File: config.mk
export PLATFORM = sky130hd
export DESIGN_NAME = usb_tx_pkt_ctrl
export DESIGN_NICKNAME = d
export VERILOG_FILES = /design/src/rtl/usb_tx_pkt_ctrl.sv
export SDC_FILE = /design/constraint.sdc
export NUM_CORES = 1
export LEC_CHECK = 0
export CORE_ASPECT_RATIO = 0.75
export CORE_MARGIN = 8
export CORE_UTILIZATION = 50
export CTS_CLUSTER_SIZE = 20
export DETAILED_ROUTE_END_ITERATION = 10
export MAX_ROUTING_LAYER = met4
export PLACE_DENSITY = 0.81
export SLEW_MARGIN = 15
export SYNTH_ARGS = -nofsm -noshare
export SYNTH_HDL_FRONTEND = slang
export SYNTH_SLANG_ARGS = --single-unit
File: constraint.sdc
create_clock -name i_clk -period 3 [get_ports i_clk]
set_input_delay 0.75 -clock i_clk [delete_from_list [all_inputs] [get_ports i_clk]]
set_output_delay 0.75 -clock i_clk [all_outputs]
set_load 0.03 [all_outputs]
File: src/rtl/usb_tx_pkt_ctrl.sv
// USB transmit packet sequencer: drives SYNC, PID, payload, CRC16 and EOP into the
// shifter/encoder with DATA0/DATA1 auto-toggle, request validation and abort.
module usb_tx_pkt_ctrl #(
    parameter int MAX_LEN    = 64,
    parameter int LEN_W      = 7,
    parameter int SYNC_BYTES = 1
) (
    input  logic             i_clk,
    input  logic             i_rst,
    input  logic             i_tx_start,
    input  logic [2:0]       i_tx_type,
    input  logic [LEN_W-1:0] i_tx_len,
    input  logic             i_tx_abort,
    input  logic             i_toggle_clr,
    input  logic [7:0]       i_buf_data,
    output logic             o_buf_rd,
    output logic             o_ld_byte,
    output logic [7:0]       o_ld_data,
    input  logic             i_byte_done,
    output logic             o_eop_req,
    input  logic             i_eop_done,
    output logic             o_crc_clr,
    output logic             o_crc_en,
    input  logic [15:0]      i_crc_in,
    output logic             o_busy,
    output logic [2:0]       o_phase,
    output logic             o_toggle,
    output logic             o_tx_done,
    output logic             o_tx_aborted,
    output logic             o_tx_err
);
    typedef enum logic [2:0] {
        S_IDLE   = 3'd0,
        S_SYNC   = 3'd1,
        S_PID    = 3'd2,
        S_DATA   = 3'd3,
        S_CRC_LO = 3'd4,
        S_CRC_HI = 3'd5,
        S_EOP    = 3'd6,
        S_DONE   = 3'd7
    } state_t;

    localparam logic [LEN_W-1:0] MAX_L     = LEN_W'(MAX_LEN);
    localparam logic [LEN_W-1:0] LAST_SYNC = LEN_W'(SYNC_BYTES - 1);
    localparam logic [LEN_W-1:0] ONE       = LEN_W'(1);

    state_t           r_state;
    logic [LEN_W-1:0] r_cnt;
    logic [LEN_W-1:0] r_len;
    logic [2:0]       r_type;
    logic             r_auto;
    logic             r_aborted;

    logic             w_byte_st;
    logic             w_done_evt;
    logic             w_data_req;
    logic             w_reject;
    logic [LEN_W-1:0] w_cnt_nxt;

    // o_ld_byte marks the load cycle, where byte_done is not yet meaningful
    assign w_byte_st  = (r_state != S_IDLE) && (r_state < S_EOP);
    assign w_done_evt = w_byte_st && !o_ld_byte && i_byte_done;
    assign w_data_req = (i_tx_type == 3'd0) || (i_tx_type == 3'd1) || (i_tx_type == 3'd5);
    assign w_reject   = (i_tx_type[2:1] == 2'b11) || (w_data_req && (i_tx_len > MAX_L));
    assign w_cnt_nxt  = r_cnt + ONE;
    assign o_phase    = r_state;

    function automatic logic [7:0] f_pid(input logic [2:0] t);
        case (t)
            3'd0:    f_pid = 8'hC3;
            3'd1:    f_pid = 8'h4B;
            3'd2:    f_pid = 8'hD2;
            3'd3:    f_pid = 8'h5A;
            default: f_pid = 8'h1E;
        endcase
    endfunction

    always_ff @(posedge i_clk) begin
        if (i_rst) begin
            r_state      <= S_IDLE;
            r_cnt        <= '0;
            r_len        <= '0;
            r_type       <= '0;
            r_auto       <= 1'b0;
            r_aborted    <= 1'b0;
            o_buf_rd     <= 1'b0;
            o_ld_byte    <= 1'b0;
            o_ld_data    <= 8'h00;
            o_eop_req    <= 1'b0;
            o_crc_clr    <= 1'b0;
            o_crc_en     <= 1'b0;
            o_busy       <= 1'b0;
            o_toggle     <= 1'b0;
            o_tx_done    <= 1'b0;
            o_tx_aborted <= 1'b0;
            o_tx_err     <= 1'b0;
        end else begin
            o_buf_rd     <= 1'b0;
            o_ld_byte    <= 1'b0;
            o_eop_req    <= 1'b0;
            o_crc_clr    <= 1'b0;
            o_crc_en     <= 1'b0;
            o_tx_done    <= 1'b0;
            o_tx_aborted <= 1'b0;
            o_tx_err     <= 1'b0;

            if (r_state == S_IDLE) begin
                if (i_tx_start) begin
                    if (w_reject) begin
                        o_tx_err <= 1'b1;
                    end else begin
                        r_auto    <= (i_tx_type == 3'd5);
                        r_type    <= (i_tx_type == 3'd5) ? {2'b00, o_toggle} : i_tx_type;
                        r_len     <= i_tx_len;
                        r_cnt     <= '0;
                        r_aborted <= 1'b0;
                        o_crc_clr <= 1'b1;
                        o_busy    <= 1'b1;
                        o_ld_byte <= 1'b1;
                        o_ld_data <= (SYNC_BYTES == 1) ? 8'h80 : 8'h00;
                        r_state   <= S_SYNC;
                    end
                end
            end else if (w_byte_st && i_tx_abort) begin
                r_aborted <= 1'b1;
                o_eop_req <= 1'b1;
                r_state   <= S_EOP;
            end else if (w_done_evt) begin
                o_ld_byte <= 1'b1;
                case (r_state)
                    S_SYNC: begin
                        if (r_cnt == LAST_SYNC) begin
                            o_ld_data <= f_pid(r_type);
                            r_state   <= S_PID;
                        end else begin
                            r_cnt     <= w_cnt_nxt;
                            o_ld_data <= (w_cnt_nxt == LAST_SYNC) ? 8'h80 : 8'h00;
                        end
                    end
                    S_PID: begin
                        if (r_type >= 3'd2) begin
                            o_ld_byte <= 1'b0;
                            o_eop_req <= 1'b1;
                            r_state   <= S_EOP;
                        end else if (r_len == '0) begin
                            o_ld_data <= i_crc_in[7:0];
                            r_state   <= S_CRC_LO;
                        end else begin
                            r_cnt     <= '0;
                            o_ld_data <= i_buf_data;
                            o_buf_rd  <= 1'b1;
                            o_crc_en  <= 1'b1;
                            r_state   <= S_DATA;
                        end
                    end
                    S_DATA: begin
                        r_cnt <= w_cnt_nxt;
                        if (w_cnt_nxt == r_len) begin
                            o_ld_data <= i_crc_in[7:0];
                            r_state   <= S_CRC_LO;
                        end else begin
                            o_ld_data <= i_buf_data;
                            o_buf_rd  <= 1'b1;
                            o_crc_en  <= 1'b1;
                        end
                    end
                    S_CRC_LO: begin
                        o_ld_data <= i_crc_in[15:8];
                        r_state   <= S_CRC_HI;
                    end
                    default: begin
                        o_ld_byte <= 1'b0;
                        o_eop_req <= 1'b1;
                        r_state   <= S_EOP;
                    end
                endcase
            end else if (r_state == S_EOP) begin
                if (!o_eop_req && i_eop_done) begin
                    o_tx_done    <= 1'b1;
                    o_tx_aborted <= r_aborted;
                    r_state      <= S_DONE;
                end
            end else if (r_state == S_DONE) begin
                o_busy  <= 1'b0;
                r_state <= S_IDLE;
                if (r_auto && !r_aborted)
                    o_toggle <= ~o_toggle;
            end

            if (i_toggle_clr)
                o_toggle <= 1'b0;
        end
    end
endmodule
### After elaboration in Yosys (flattened, before gate mapping)

Index checks and enable logic that the tools add are counted.

| operators by class | value |
|---|---|
| magnitude comparators | 3 |
| mux-type cells | 63 |
| add/subtract/negate cells | 1 |
| bitwise logic cells | 8 |
| reduce and logical (&&, ||, !) cells | 41 |
| eq/ne operators | 24 |

Operators by type and width:

| cell | number |
|---|---|
| 2-to-1 mux 8 bit | 10 |
| one-hot mux 8 bit (4 select lines) | 2 |
| 2-to-1 mux 7 bit | 8 |
| 2-to-1 mux 3 bit | 13 |
| 2-to-1 mux 1 bit | 25 |
| AND reduction 6 bit | 4 |
| zero test 7 bit | 3 |
| one-hot mux 7 bit (3 select lines) | 1 |
| == test 3 x 2 -> 1 bit, second input constant | 4 |
| == test 3 bit, second input constant | 4 |
| one-hot mux 3 bit (4 select lines) | 1 |
| inequality test 5 bit, second input constant | 2 |
| nonzero test 5 bit | 2 |
| == test 3 x 1 -> 1 bit, second input constant | 3 |
| zero test 3 bit | 3 |
| inequality test 3 bit, second input constant | 3 |
| inequality test 2 bit, second input constant | 4 |
| inverter 1 bit | 8 |
| AND reduction 8 bit | 1 |
| adder 7 x 1 -> 7 bit, second input constant | 1 |
| == test 7 bit | 1 |
| > comparator 7 bit, second input constant | 1 |
| logical AND 1 bit | 7 |
| one-hot mux 1 bit (2 select lines) | 3 |
| 16 further kinds | 26 |

| word-level totals | value |
|---|---|
| output and inout port bits | 21 |
| flip-flop bits (word level) | 39 |

### Longest topological paths before layout

| logic depth | value |
|---|---|
| depth after elaboration | 8 |
| depth in mapped cells | 9 |

### Least setup slack after synthesis

No wires, ideal clock.

| timing path | value |
|---|---|
| path type | input-to-reg |
| from | input i_tx_len[0] |
| to | register r_cnt[6] |
| setup slack | 0.650 ns |
| data arrival time | 2.275 ns |
| cell stages on the path | 6 |
| library setup time | 0.074 ns |
| buffers on the path | 0 |
| cells stage by stage | nor4_1 a211oi_1 o21ai_1 nand3_4 or4_1 a31oi_1 |

| between the ends | value |
|---|---|
| word-level cells in the longest chain between the ends | 5 |

Ends and longest elaborated chain:

| item | RTL line | text |
|---|---|---|
| start: declaration | 12 | `input logic [LEN_W-1:0] i_tx_len,` |
| > comparator 7 bit | 64 | `assign w_reject = (i_tx_type[2:1] == 2'b11) \|\| (w_data_req && (i_tx_len > MAX_L));` |
| logical AND 1 bit | 64 |  |
| logical OR 1 bit | 64 |  |
| inequality test 2 bit (no line) | n/a |  |
| AND reduction 8 bit (no line) | n/a |  |
| end signal: assignment | 136 | `r_cnt <= w_cnt_nxt;` |
| end signal: assignment | 157 | `r_cnt <= w_cnt_nxt;` |
| end: declaration | 48 | `logic [LEN_W-1:0] r_cnt;` |

No other way between the ends.
A chain may end at the register's enable or synchronous reset.

### Worst setup path after layout

| timing path | value |
|---|---|
| from | register r_state[2], in the netlist o_phase[2] |
| to | output o_phase[2] |

RTL lines:

| item | RTL line | text |
|---|---|---|
| start: declaration | 47 | `state_t r_state;` |
| start signal: assignment | 80 | `r_state <= S_IDLE;` |
| start signal: assignment | 121 | `r_state <= S_SYNC;` |
| start signal: assignment | 127 | `r_state <= S_EOP;` |
| end: declaration | 26 | `output logic [2:0] o_phase,` |

No word-level cell between the ends.

==> results.sh <==
export IMPL_regArea_sq_um=781
export IMPL_vias=2739
export IMPL_drt_iter0_drc=255
export IMPL_start_util=0.514
export IMPL_path_cells="clkdlybuf4s50_1"
export IMPL_tritoncts="done"
export IMPL_port_buffers=61
export IMPL_setup_worst_path_class="reg -> out"
export IMPL_antenna_found_initial=0
export IMPL_clockPowerShare=0.139
export IMPL_stdcell_count=447
export IMPL_cts_setup_buffers=0
export IMPL_irDropWorstVdd_mv=0.566
export IMPL_p_leak_nw=1.22
export IMPL_synth_cell_types=59
export IMPL_tns_ns=0
export IMPL_design_area_sq_um=3280
export IMPL_hpwl_um=5800
export IMPL_cp_data_required_time_ns=2.25
export IMPL_finish_net_count=429
export IMPL_syn_num_nets=366
export IMPL_holdBufCountCts=0
export IMPL_grt_first_pass_wirelength_um=12400
export IMPL_cts_buffer_depth=2
export IMPL_final_core_util=0.677
export IMPL_synth_common_cells="39 x dfxtp_1, 38 x nor2_1, 37 x nand2_1"
export IMPL_max_freq_mhz=383
export IMPL_antenna_left=0
export IMPL_switchingPower_w=0.00110
export IMPL_synth_largest_area_cell="dfxtp_1"
export IMPL_drt_vias_per_instance=6.13
export IMPL_cts_resized=0
export IMPL_crit_arrival_ns=1.86
export IMPL_dpl_cell_area_sq_um=3200
export IMPL_gp_congestion=0.952
export IMPL_grt_pass1_vias=2535
export IMPL_cp_endpoint="o_phase[2]"
export IMPL_synthCells=323
export IMPL_ys_dominant_reg_cell="dfxtp_1"
export IMPL_cts_made_buffers=5
export IMPL_avgSynthCellArea_sq_um=7.71
export IMPL_drc=0
export IMPL_clk_root_buffer_cell="clkbuf_8"
export IMPL_pin_count=62
export IMPL_gr_total_overflow=0
export IMPL_fin_skew_ns=0.0113
export IMPL_grtUsageTotal=0.199
export IMPL_clock_sinks=39
export IMPL_hp_class="reg -> reg"
export IMPL_p_int_w=0.00133
export IMPL_status="completed"
export IMPL_fin_crit_ns=2.61
export IMPL_seq_area_frac_synth=0.313
export IMPL_async_flop_share=0
export IMPL_htree_num_levels=2
export IMPL_dieArea_sq_um=7520
export IMPL_hold_viol=0
export IMPL_end_kind="output port"
export IMPL_clk_latency_ns=0.29
export IMPL_crit_start="o_phase[2]$_SDFFE_PP0P_"
export IMPL_period_share=0.871
export IMPL_synth_top_cell_area_share=0.313
export IMPL_yosys_warnings=0
export IMPL_layout_drive_gt1_share=0.0930
export IMPL_n_antenna_cell=0
export IMPL_cp_depth=1
export IMPL_rsz0062_at_grt="no"
export IMPL_rrSetupSlack_ns=0.44
export IMPL_multiInputGateArea_sq_um=1570
export IMPL_r2r_cells=7
export IMPL_netlist_area_sq_um=2490
export IMPL_worst_pin_slew_ns=0.690
export IMPL_cp_max_fo=21
export IMPL_clk_pin_slew_ns=0.08
export IMPL_r2r_end="o_ld_data[5]$_SDFFE_PP0P_"
export IMPL_r2r_start="r_cnt[0]$_SDFFE_PP0P_"
export IMPL_power_density_nw_per_um2=743
export IMPL_syn_to_final_growth_pct=31.7
export IMPL_drtPass1Iterations=5
export IMPL_setup_violations=0
export IMPL_die_w_um=97.5
export IMPL_place_inst=439
export IMPL_wirelength_um=7460
export IMPL_dieHeight_um=77.1
export IMPL_combPwrFrac=0.565
export IMPL_final_max_slew_viol_count=0
export IMPL_critPathTopFamily="buffers and inverters"
export IMPL_slowest_delay_ns=0.80
export IMPL_cap_violations=0
export IMPL_wire_per_inst_um=16.7
export IMPL_p_sw_frac=0.453
export IMPL_yosysMostFrequentCell="dfxtp_1"
export IMPL_pwr_share_seq=0.296
export IMPL_synth_edf_count=0
export IMPL_cp_num_buf_inv=1
export IMPL_rows=22
export IMPL_synth_ff_latch_count=39
export IMPL_synth_area_leaders="dfxtp_1 31%, nor2_1 5.7%, nand2_1 5.6%"
export IMPL_core_sq_um=4840
export IMPL_grt_max_degree=22
export IMPL_critPathLaunchType="flop"
export IMPL_num_fill_cells=425
export IMPL_relSlewSlack=0.540
export IMPL_cp_slowest_cell="clkdlybuf4s50_1"
==> metal layers <==
layer,part of all wire,GRT usage,vias to the layer above
li1,-,-,1308
met1,0.47,0.269,1256
met2,0.43,0.284,171
met3,0.10,0.0609,4
met4,0.0034,0.0347,0
met5,0,-,-
==> layout by cell type (no fill, tap or decap), types with 3 or more instances in the layout <==
| cell | instances |
|---|---|
| clkdlybuf4s50_1 | 61 |
| dfxtp_1 | 39 |
| nor2_1 | 38 |
| nand2_1 | 37 |
| a21oi_1 | 18 |
| buf_4 | 18 |
| nand3_1 | 14 |
| o21ai_0 | 11 |
| a221oi_1 | 10 |
| nor3_1 | 8 |
| mux2i_1 | 8 |
| inv_1 | 7 |
| xnor2_1 | 7 |
| nor4_1 | 7 |
| or3_1 | 7 |
| nor2b_1 | 6 |
| a211oi_1 | 5 |
| a22oi_1 | 5 |
| o31ai_1 | 5 |
| clkbuf_8 | 5 |
| nand2b_1 | 4 |
| and2_1 | 4 |
| and3_1 | 4 |
| a31oi_1 | 4 |
| a311oi_1 | 4 |
| nand4_1 | 3 |
| a2111oi_0 | 3 |
==> per-stage QoR <==
step | worst slack (ns) | hold slack (ns) | power (W)
after floorplan | 0.650 | 0.448 | 0.00162
after global placement | 0.177 | 0.463 | 0.00207
after detailed placement | 0.116 | 0.455 | 0.00208
final | 0.387 | 0.473 | 0.00244
after CTS | 0.404 | 0.474 | 0.00242
after global routing | 0.194 | 0.499 | 0.00260
==> kinds of logic (layout without fill, tap and decap cells) <==
logic type | Yosys count | in the layout | synth area share
xor+xnor | 11 | 11 | 0.0447
compound gates | 83 | 83 | 0.234
flops | 39 | 39 | 0.313
simple gates | 148 | 148 | 0.304
mux | 9 | 9 | 0.0367
fa+ha+maj | 2 | 2 | 0.0100
buf+inv | 31 | 95 | 0.0573
==> worst min-delay path by stage <==
stage | startpoint | endpoint | cells past startpoint
floorplan | r_auto$_SDFFE_PP0P_ | r_auto$_SDFFE_PP0P_ | 2
global placement | o_busy$_SDFFE_PP0P_ | o_busy$_SDFFE_PP0P_ | 2
detailed placement | o_busy$_SDFFE_PP0P_ | o_busy$_SDFFE_PP0P_ | 2
CTS | o_busy$_SDFFE_PP0P_ | o_busy$_SDFFE_PP0P_ | 2
global route | o_ld_data[1]$_SDFFE_PP0P_ | o_ld_data[1]$_SDFFE_PP0P_ | 2
finish | o_busy$_SDFFE_PP0P_ | o_busy$_SDFFE_PP0P_ | 2
==> cell type report <==
class	instances	share of cell area
Tap cell	60	0.0229
Multi-Input combinational cell	253	0.478
Timing Repair Buffer	79	0.227
Clock buffer	7	0.0233
Sequential cell	39	0.238
Inverter	8	0.00915
Clock inverter	1	0.00153
==> sequential cells by signal, indices dropped and copies added, names as in the netlist <==
| signal | count |
|---|---|
| o_ld_data | 8 |
| r_cnt | 7 |
| r_len | 7 |
| o_phase | 3 |
| r_type | 3 |
| o_busy | 1 |
| o_crc_clr | 1 |
| o_crc_en | 1 |
| o_eop_req | 1 |
| o_ld_byte | 1 |
| o_toggle | 1 |
| o_tx_aborted | 1 |
| o_tx_done | 1 |
| o_tx_err | 1 |
| r_aborted | 1 |
| r_auto | 1 |
==> power by group through the flow <==
stage          sequential [W]  clock (W)  combinational, W
6_report             0.000722   0.000338           0.00138
5_1_grt              0.000736   0.000371           0.00149
4_1_cts              0.000719   0.000345           0.00136
3_5_place_dp         0.000730          0           0.00135
3_3_place_gp         0.000728          0           0.00134
2_1_floorplan        0.000799          0          0.000820
Note: power is estimated with default switching activity, not from simulation.
